**config.mk**
```make
export PLATFORM = sky130hd
export DESIGN_NAME = debounce_multi
export DESIGN_NICKNAME = d
export VERILOG_FILES = /design/src/rtl/debounce_pkg.sv /design/src/rtl/debounce_chan.sv /design/src/rtl/debounce_multi.sv
export SDC_FILE = /design/constraint.sdc
export NUM_CORES = 1
export LEC_CHECK = 0
export BUFFER_PORTS_ARGS = -buffer_cell sky130_fd_sc_hd__buf_2
export CAP_MARGIN = 10
export CORE_MARGIN = 2
export CORE_UTILIZATION = 64
export CTS_CLUSTER_SIZE = 14
export DETAILED_ROUTE_END_ITERATION = 10
export PLACE_DENSITY = 0.82
export SLEW_MARGIN = 20
export SYNTH_ARGS = -nofsm -noshare
export SYNTH_HDL_FRONTEND = slang
export SYNTH_SLANG_ARGS = --single-unit
```
**constraint.sdc**
```tcl
create_clock -name clk -period 2.6 [get_ports clk]
set_clock_uncertainty 0.2 [all_clocks]
set_input_delay 0.52 -clock clk [delete_from_list [all_inputs] [get_ports clk]]
set_output_delay 0.52 -clock clk [all_outputs]
set_load 0.03 [all_outputs]
```
**src/rtl/debounce_pkg.sv**
```systemverilog
// ============================================================================
// Module      : debounce_pkg
// Description : Shared types, width helper and default counter widths for the
//               multi-channel debouncer.
// Revision    : 1.0 - initial release
// ============================================================================
`default_nettype none

package debounce_pkg;

  // Ceiling log2 with a floor of 1 bit so that degenerate sizes still give a
  // legal vector width.
  function automatic int clog2(input int value);
    int w;
    int v;
    w = 0;
    v = value - 1;
    while (v > 0) begin
      w = w + 1;
      v = v >>> 1;
    end
    return (w < 1) ? 1 : w;
  endfunction

  localparam int STABLE_TICKS_DEF = 10;
  localparam int HOLD_TICKS_DEF   = 1000;

  localparam int CNT_W  = clog2(STABLE_TICKS_DEF + 1);
  localparam int HOLD_W = clog2(HOLD_TICKS_DEF + 1);

  typedef struct packed {
    logic result;
    logic rise;
    logic fall;
    logic hold;
  } chan_out_t;

endpackage : debounce_pkg

`default_nettype wire

```
**src/rtl/debounce_chan.sv**
```systemverilog
// ============================================================================
// Module      : debounce_chan
// Description : One debounce channel: 2-flop synchroniser, tick-qualified
//               stability counter, edge pulses and long-press detector.
// Revision    : 1.0 - initial release
// ============================================================================
`default_nettype none

module debounce_chan
  import debounce_pkg::*;
#(
  parameter int STABLE_TICKS = 10,
  parameter int HOLD_TICKS   = 1000,
  parameter bit RESET_LEVEL  = 1'b0
) (
  input  logic      clk,
  input  logic      rst_n,
  input  logic      i_tick,
  input  logic      i_button,
  output chan_out_t o_chan
);

  localparam int c_CNT_W  = clog2(STABLE_TICKS + 1);
  localparam int c_HOLD_W = clog2(HOLD_TICKS + 1);

  localparam logic [c_CNT_W-1:0]  c_CNT_LAST  = c_CNT_W'(STABLE_TICKS - 1);
  localparam logic [c_CNT_W-1:0]  c_CNT_ONE   = c_CNT_W'(1);
  localparam logic [c_HOLD_W-1:0] c_HOLD_MAX  = c_HOLD_W'(HOLD_TICKS);
  localparam logic [c_HOLD_W-1:0] c_HOLD_LAST = c_HOLD_W'(HOLD_TICKS - 1);
  localparam logic [c_HOLD_W-1:0] c_HOLD_ONE  = c_HOLD_W'(1);

  logic                r_sync1;
  logic                r_sync2;
  logic                r_result;
  logic                r_rise;
  logic                r_fall;
  logic                r_hold;
  logic [c_CNT_W-1:0]  r_cnt;
  logic [c_HOLD_W-1:0] r_hcnt;

  // Any cycle where the synchronised input agrees with the accepted level
  // restarts qualification, so a glitch between ticks is never accumulated.
  always_ff @(posedge clk or negedge rst_n) begin
    if (!rst_n) begin
      r_sync1  <= RESET_LEVEL;
      r_sync2  <= RESET_LEVEL;
      r_result <= RESET_LEVEL;
      r_rise   <= 1'b0;
      r_fall   <= 1'b0;
      r_cnt    <= '0;
    end else begin
      r_sync1 <= i_button;
      r_sync2 <= r_sync1;
      r_rise  <= 1'b0;
      r_fall  <= 1'b0;
      if (r_sync2 == r_result) begin
        r_cnt <= '0;
      end else if (i_tick) begin
        if (r_cnt == c_CNT_LAST) begin
          r_result <= r_sync2;
          r_cnt    <= '0;
          r_rise   <= r_sync2;
          r_fall   <= ~r_sync2;
        end else begin
          r_cnt <= r_cnt + c_CNT_ONE;
        end
      end
    end
  end

  // Saturating at HOLD_TICKS makes the hold pulse fire once per press.
  always_ff @(posedge clk or negedge rst_n) begin
    if (!rst_n) begin
      r_hcnt <= '0;
      r_hold <= 1'b0;
    end else begin
      r_hold <= 1'b0;
      if (!r_result) begin
        r_hcnt <= '0;
      end else if (i_tick && (r_hcnt != c_HOLD_MAX)) begin
        r_hcnt <= r_hcnt + c_HOLD_ONE;
        r_hold <= (r_hcnt == c_HOLD_LAST);
      end
    end
  end

  always_comb begin
    o_chan.result = r_result;
    o_chan.rise   = r_rise;
    o_chan.fall   = r_fall;
    o_chan.hold   = r_hold;
  end

endmodule : debounce_chan

`default_nettype wire

```
**src/rtl/debounce_multi.sv**
```systemverilog
// ============================================================================
// Module      : debounce_multi
// Description : NUM_CH-channel button debouncer with a shared sample-tick
//               prescaler and per-channel level, edge and long-press outputs.
// Revision    : 1.0 - initial release
// ============================================================================
`default_nettype none

module debounce_multi
  import debounce_pkg::*;
#(
  parameter int NUM_CH       = 4,
  parameter int TICK_DIV     = 1000,
  parameter int STABLE_TICKS = 10,
  parameter int HOLD_TICKS   = 1000,
  parameter bit RESET_LEVEL  = 1'b0
) (
  input  logic              clk,
  input  logic              rst_n,
  input  logic [NUM_CH-1:0] button,
  output logic [NUM_CH-1:0] result,
  output logic [NUM_CH-1:0] rise,
  output logic [NUM_CH-1:0] fall,
  output logic [NUM_CH-1:0] hold
);

  localparam int c_PCNT_W = clog2(TICK_DIV);

  localparam logic [c_PCNT_W-1:0] c_PCNT_LAST = c_PCNT_W'(TICK_DIV - 1);
  localparam logic [c_PCNT_W-1:0] c_PCNT_ONE  = c_PCNT_W'(1);

  logic [c_PCNT_W-1:0] r_pcnt;
  logic                r_tick;

  always_ff @(posedge clk or negedge rst_n) begin
    if (!rst_n) begin
      r_pcnt <= '0;
      r_tick <= 1'b0;
    end else begin
      r_tick <= (r_pcnt == c_PCNT_LAST);
      if (r_pcnt == c_PCNT_LAST) begin
        r_pcnt <= '0;
      end else begin
        r_pcnt <= r_pcnt + c_PCNT_ONE;
      end
    end
  end

  generate
    for (genvar g = 0; g < NUM_CH; g++) begin : g_chan
      chan_out_t w_out;

      debounce_chan #(
        .STABLE_TICKS (STABLE_TICKS),
        .HOLD_TICKS   (HOLD_TICKS),
        .RESET_LEVEL  (RESET_LEVEL)
      ) u_chan (
        .clk      (clk),
        .rst_n    (rst_n),
        .i_tick   (r_tick),
        .i_button (button[g]),
        .o_chan   (w_out)
      );

      assign result[g] = w_out.result;
      assign rise[g]   = w_out.rise;
      assign fall[g]   = w_out.fall;
      assign hold[g]   = w_out.hold;
    end
  endgenerate

endmodule : debounce_multi

`default_nettype wire

```
==> summary.txt, run 1 <==
Layout
  • Antenna diode count: 0
  • Final Net Count: 506
  • Area delta synth->final: 5.471%
  • Final core utilization: 0.7075
  • Layout cells sized above 1: 0.1189

Critical path
  • Critical Path RT: roughly 1.9 ns
  • Critical setup path kind: reg -> out
  • CP max stage delay: 0.67 ns
  • Critical Path Fanout Max: 20
  • Worst path arrival time: 1.33 ns
  • Delay-heaviest family, CP: flip-flops
  • CP startpoint kind: flip-flop
  • Slowest-stage cell, CP: dfrtp_1
  • Crit end category: primary output
  • CP cell instances: buf_2
  • WP buf/inv: 1

CTS
  • Root Buffer: clkbuf_8
  • CTS tree: yes
  • Skew-Pair Late Insertion Delay: ~0.36 ns
  • Worst-path clk slew: 0.09 ns
  • Post-CTS Setup Repair Bufs: 0
  • Clock buffer depth: 2
  • Post-CTS Hold Fix Bufs: 1
  • Post-cts resize count: 0
  • TritonCTS Sinks: 91
  • CTS buffer count: 9
  • Htree depth: 3

Floorplan
  • Die X: about 92 microns
  • Die Y: between 90 and 100 microns
  • Num rows: 31
  • Initial core utilization: 0.6708
  • Top Ports: 22
  • Die ar.: between 0.008 and 0.009 sq mm
  • Core area: 0.007331 sq mm

STA
  • Worst-margin pin slew: a little over 0.5 ns
  • Setup Viol. Count Final: 0
  • Final slew viol count: 0
  • Max-slew headroom: 0.6569
  • Fin Setup TNS: 0 ns
  • Hold Fails Final Rpt: 0
  • Crit share post-route: 0.7896
  • Unrepaired setup endpoints after global routing: no
  • Final min period: 2.053 ns
  • F_max: 487.1 MHz

Pwr
  • Net Sw Frac: 0.2264
  • Clk network pwr share: 0.397
  • LEAKAGE: 2.088 nW
  • Share of power burned in registers: 0.586
  • Peak supply drop: between 300 and 400 uV
  • Int Pwr: ~1.9 mW
  • NetSw: 550.4 uW
  • Combinational Power Share: 0.017
  • Pwr per Cell Area: between 400 and 500 mW/mm^2

Yosys
  • Area contributors post-synth: dfrtp_1, ha_1, a21oi_1, or4_1, nand2_1
  • Synth Flop Type: dfrtp_1
  • Sequential element share of the synthesized area: 0.4631
  • Yosys top cell area share: 0.4631
  • Gate Count Post-Synth: 481
  • Distinct cells, synth: 52
  • Leading area contributor after synthesis: dfrtp_1
  • Top cells by count, synth: dfrtp_1, nand2_1, a21oi_1
  • Post-Syn Nets: 504
  • Ys async rst share: 1.000
  • Number of synthesized flops with an enable pin: 0
  • Syn_area_per_cell: ~10 sq um
  • Synthesized cell area: just under 0.005 sq mm
  • Count leader, synth: dfrtp_1
  • YS warnings: 0
  • Synthesized flop and latch total: 91

Global route
  • Initial antenna violation count: 0
  • Total global routing overflow: 0
  • Vias in the first global route: about 3.4k
  • Tot GR Track Use: 0.2192
  • Largest net degree at the start of global routing: 56
  • First-pass GRT wire length: about 15000 microns

Hold path
  • Hold/Removal Path Class: in -> reg

Routing
  • Final ANT Viol Nets: 0
  • DR iter-0 viols: ~210
  • WL/cell: 14.47 microns
  • Post-Route WL: 8493 microns
  • Via density: approximately 6
  • DR WL met3: between 200 and 300 microns
  • Detailed-route DRC error count: 0
  • Wire length on met1: 3829 microns
  • Vias post-DR: 3591
  • Routed wl met2: 4259 microns
  • Top Metal Used: met4
  • Detailed Routing Iterations Pass 1: 7

Placed design
  • Post-DP HPWL: 5852 microns
  • Final Wtd Congestion: a little under 0.9
  • Number of port buffers: 21

Run status
  • Status: complete, no violations

Run
  • Max-cap violations: 0
## kinds of logic after synthesis
family                     count (synthesis)  share of synthesized area
buffers and inverters                     57                    0.06183
adders and majority gates                 17                    0.04326
xor gates and xnor gates                  15                    0.02672
and+or+nand+nor                          194                     0.2649
muxes                                      5                    0.01120
AOI/OAI and AO/OA                        102                     0.1290
DFF                                       91                     0.4631
## sequential cells by signal, summed over array words and instances (netlist names), 4 cells and up
signal                  count
g_chan.u_chan.r_result      4
r_pcnt                     10
g_chan.u_chan.r_sync1       4
g_chan.u_chan.r_hold        4
g_chan.u_chan.r_hcnt       40
g_chan.u_chan.r_fall        4
g_chan.u_chan.r_rise        4
g_chan.u_chan.r_cnt        16
g_chan.u_chan.r_sync2       4
## worst paths after layout
path,slack (ns),endpoint,cells after the start,startpoint
min reg2reg,0.15,g_chan[3].u_chan.r_sync2,0,g_chan[3].u_chan.r_sync1
max,0.55,result[0],1,g_chan[0].u_chan.r_result
max reg2reg,0.56,g_chan[1].u_chan.r_hcnt[7],4,r_tick
max in group asynchronous,1.11,r_tick,3,rst_n
min,0.05,g_chan[1].u_chan.r_sync1,1,button[1]
min in group asynchronous,0.44,g_chan[2].u_chan.r_hcnt[5],2,rst_n
## worst reg2reg max path, cell delays in order (launching register included)
cell and delay (ns):
dfrtp_2 0.62, buf_12 0.30, nand4_2 0.23, or4_1 0.45, a21oi_1 0.16
## power by group through the flow
stage | registers (mW) | logic, mW | clock network (mW)
final | 1.42 | 0.0403 | 0.966
after global routing | 1.43 | 0.0490 | 1.06
after CTS | 1.42 | 0.0431 | 1.00
after detailed placement | 1.45 | 0.0421 | 0
after global placement | 1.45 | 0.0419 | 0
after floorplan | 1.45 | 0.00537 | 0
## layout by cell type (no fill, tap or decap), drive strengths merged, types with 10 or more instances in the layout
cell type,instances
or4,22
nand2,43
buf,23
nand3b,16
nand2b,10
a21oi,34
a21boi,10
nand4,16
nand3,19
dfrtp,91
ha,17
nand4b,11
o21ai,24
o31ai,13
inv,25
## through the flow
stage | cells | total power [mW] | worst slack, ns | hold WS (ns) | instance area [sq um]
after global placement | 570 | 1.494 | 0.6736 | 0.1328 | 4976
after floorplan | 481 | 1.457 | 0.9194 | 0.02441 | 4917
after CTS | 587 | 2.469 | 0.5180 | 0.03461 | 5186
after global routing | 587 | 2.533 | 0.4569 | 0.02565 | 5186
final | 587 | 2.431 | 0.5471 | 0.05325 | 5186
after detailed placement | 570 | 1.495 | 0.5757 | 0.1347 | 4976
## layer usage
| layer | vias up | track usage |
|---|---|---|
| met3 | 12 | 0.05998 |
| met2 | 59 | 0.3719 |
| met1 | 1768 | 0.2778 |
| met4 | 0 | 0.05808 |
| met5 | - | 0 |
| li1 | 1752 | - |
## cell type report
class	count	area, sq um
multi-input cells	333	2336
flip-flops and latches	91	2278
fillers	511	2145
repair buffers	24	157.7
clock buffers	9	123.9
well taps	99	123.9
inverters	24	90.09
clock inverters	7	76.32
Note: power is estimated with default switching activity, not from simulation.
==> run 2, diff against run 1 <==
--- a/config.mk
+++ b/config.mk
@@ -8,10 +8,10 @@
 export BUFFER_PORTS_ARGS = -buffer_cell sky130_fd_sc_hd__buf_2
 export CAP_MARGIN = 10
 export CORE_MARGIN = 2
-export CORE_UTILIZATION = 64
+export CORE_UTILIZATION = 62
 export CTS_CLUSTER_SIZE = 14
 export DETAILED_ROUTE_END_ITERATION = 10
-export PLACE_DENSITY = 0.82
+export PLACE_DENSITY = 0.8
 export SLEW_MARGIN = 20
 export SYNTH_ARGS = -nofsm -noshare
 export SYNTH_HDL_FRONTEND = slang
==> constraint.sdc (replaced) <==
create_clock -name clk -period 2.1 [get_ports clk]
set_clock_uncertainty 0.2 [all_clocks]
set_input_delay 0.42 -clock clk [delete_from_list [all_inputs] [get_ports clk]]
set_output_delay 0.42 -clock clk [all_outputs]
set_load 0.03 [all_outputs]
==> summary.txt, run 2 (synthesis results as in run 1) <==
Critical path
  • RR Endpoint: g_chan[2].u_chan.r_hcnt[1] (was g_chan[1].u_chan.r_hcnt[7])
  • Critical setup path kind: reg -> out (unchanged)
  • Critical Path RT: 1.48 ns (was 1.88 ns)
  • R2R cell count: 5 (was 4)
  • CP cell instances: buf_2 (unchanged)
  • R2R Setup Slk: 0.28 ns (was 0.56 ns)
  • Worst path arrival time: 1.33 ns (about the same)
  • Delay-heaviest family, CP: flip-flops (unchanged)
  • Slowest-stage cell, CP: dfrtp_1 (unchanged)
  • WP buf/inv: 1 (unchanged)
  • FF-to-FF Start: g_chan[2].u_chan.r_hcnt[0] (was r_tick)
  • Crit end category: primary output (unchanged)
  • Critical Path Fanout Max: 20 (unchanged)
  • Levels on crit path: 1 (unchanged)
  • CP max stage delay: 0.68 ns (was 0.67 ns)
  • CP startpoint kind: flip-flop (unchanged)

Placed design
  • Number of port buffers: 21 (unchanged)
  • Post-DP HPWL: 6005 microns (was 5852 microns)
  • Final Wtd Congestion: 0.8594 (was 0.8708)
  • Post-Place Setup Slack: 0.3038 ns (was 0.5757 ns)
  • Post-DP Area: 0.005040 sq mm (was 0.004976 sq mm)
  • # placed instances: 581 (was 570)

Layout
  • Final Net Count: 518 (was 506)
  • Antenna diode count: 0 (unchanged)
  • Area delta synth->final: 6.794% (was 5.471%)
  • Layout cells sized above 1: 0.1242 (was 0.1189)
  • Largest register FFs: 40 (unchanged)
  • Most common cell after layout, fill and taps aside: dfrtp_1 (unchanged)
  • Fin area: 0.005251 sq mm (was 0.005186 sq mm)
  • Largest regs: g_chan.u_chan.r_hcnt: 40 flops, g_chan.u_chan.r_cnt: 16 flops, r_pcnt: 10 flops (unchanged)
  • Final core utilization: 0.6831 (was 0.7075)
  • Reg with most FFs: g_chan.u_chan.r_hcnt (unchanged)
  • Non-filler cells, final: 601 (was 587)
  • Commonest non-fill, non-tap cells in the layout: dfrtp_1, nand2_1, a21oi_1 (unchanged)

Floorplan
  • Die ar.: 0.008659 sq mm (was 0.008401 sq mm)
  • Core area: 0.007687 sq mm (was 0.007331 sq mm)
  • Top Ports: 22 (unchanged)
  • Die X: 93.06 microns (was 91.66 microns)
  • Die Y: 93.06 microns (was 91.66 microns)
  • Initial core utilization: 0.6396 (was 0.6708)
  • Num rows: 32 (was 31)

STA
  • Unrepaired setup endpoints after global routing: no (unchanged)
  • Fin Setup TNS: 0 ns (unchanged)
  • Max-slew headroom: 0.6492 (was 0.6569)
  • Setup Viol. Count Final: 0 (unchanged)
  • Worst-margin pin slew: 0.5263 ns (was 0.5146 ns)
  • Hold Fails Final Rpt: 0 (unchanged)
  • Final min period: 1.946 ns
  • WHS: 0.1548 ns (was 0.05325 ns)
  • Final slew viol count: 0 (unchanged)
  • F_max: 513.8 MHz
  • Final setup margin: 0.1537 ns (was 0.5471 ns)
  • Crit share post-route: 0.9268

Routing
  • Vias post-DR: 3619 (was 3591)
  • Final ANT Viol Nets: 0 (unchanged)
  • WL/cell: 14.50 microns (was 14.47 microns)
  • Detailed Routing Iterations Pass 1: 4 (was 7)
  • DR iter-0 viols: 126 (was 206)
  • Via density: 6.022 (was 6.118)
  • Post-Route WL: 8714 microns (was 8493 microns)
  • Detailed-route DRC error count: 0 (unchanged)

Pwr
  • Share of power burned in registers: 0.618 (was 0.586)
  • NetSw: 616.9 uW (was 550.4 uW)
  • Net Sw Frac: 0.2164 (was 0.2264)
  • Int Pwr: 2.234 mW (was 1.881 mW)
  • Combinational Power Share: 0.021 (was 0.017)
  • Peak supply drop: 421.5 uV (was 306.8 uV)
  • Clk network pwr share: 0.360 (was 0.397)
  • LEAKAGE: 2.128 nW (was 2.088 nW)
  • Pwr per Cell Area: 542.9 mW/mm^2 (was 468.7 mW/mm^2)
  • Overall power: 2.851 mW (was 2.431 mW)

Global route
  • Initial antenna violation count: 0 (unchanged)
  • First-pass GRT wire length: 15550 microns (was 15210 microns)
  • Largest net degree at the start of global routing: 39 (was 56)
  • Met1 usage: 0.2876 (was 0.2778)
  • Most Crowded Layer GR: met2 (unchanged)
  • Met3 Usage GRT: 0.05802 (was 0.05998)
  • Met2 Use GR: 0.3804 (was 0.3719)
  • Total global routing overflow: 0 (unchanged)
  • Vias in the first global route: 3406 (was 3418)
  • Tot GR Track Use: 0.2236 (was 0.2192)

CTS
  • CTS tree: yes (unchanged)
  • Post-cts resize count: 0 (unchanged)
  • TritonCTS Sinks: 91 (unchanged)
  • Htree depth: 3 (unchanged)
  • Skew-Pair Late Insertion Delay: 0.35 ns (was 0.36 ns)
  • Post-CTS Setup Repair Bufs: 0 (unchanged)
  • CTS buffer count: 9 (unchanged)
  • Root Buffer: clkbuf_8 (unchanged)
  • Clock buffer depth: 2 (unchanged)
  • Worst-path clk slew: 0.08 ns (was 0.09 ns)

Run
  • Max-cap violations: 0 (unchanged)

Hold path
  • Hold EP: g_chan[3].u_chan.r_sync2 (was g_chan[1].u_chan.r_sync1)
  • Hold/Removal Path Class: reg -> reg (was in -> reg)
  • Hold Path Cell Cnt: 0 (was 1)
  • Min-Delay Startpoint: g_chan[3].u_chan.r_sync1 (was button[1])

Run status
  • Status: complete, no violations (unchanged)
## run 2: timing repair
action / 4_1_cts / 5_1_grt
hold buffers: 5 / 0
hold endpoints to repair: 27 / 0
setup endpoints to repair: 0 / 0
## run 2: worst max path at each step
| stage | from | endpoint | slack [ns] |
|---|---|---|---|
| 6_report | g_chan[0].u_chan.r_result | result[0] | 0.15 |
| 5_1_grt | g_chan[0].u_chan.r_result | result[0] | 0.03 |
| 4_1_cts | g_chan[0].u_chan.r_result | result[0] | 0.14 |
| 3_5_place_dp | g_chan[2].u_chan.r_hcnt[0] | g_chan[2].u_chan.r_hcnt[1] | 0.30 |
| 3_3_place_gp | g_chan[2].u_chan.r_hcnt[0] | g_chan[2].u_chan.r_hcnt[1] | 0.35 |
| 2_1_floorplan | g_chan[2].u_chan.r_hcnt[0] | g_chan[2].u_chan.r_hold | 0.42 |
## run 2: final cells by class
cell class	instances	area, sq um
clock buffer	13	148.9
clock inverter	2	12.51
fill	606	2436
inverter	24	90.09
multi-input combinational	333	2336
sequential	91	2278
tap	102	127.6
timing repair buffer	36	257.7
## run 2: metal layers
metal / vias to the layer above / share of wire
met5: - / 0
met4: 0 / 0.0088
met3: 6 / 0.031
met2: 47 / 0.51
met1: 1790 / 0.45
li1: 1776 / -
## run 2: power groups by stage
stage	sequential, mW	combinational (mW)	clock, mW
finish	1.76	0.0599	1.03
global route	1.77	0.0709	1.14
detailed placement	1.80	0.0561	0
global placement	1.80	0.0545	0
CTS	1.76	0.0635	1.06
floorplan	1.80	0.00665	0
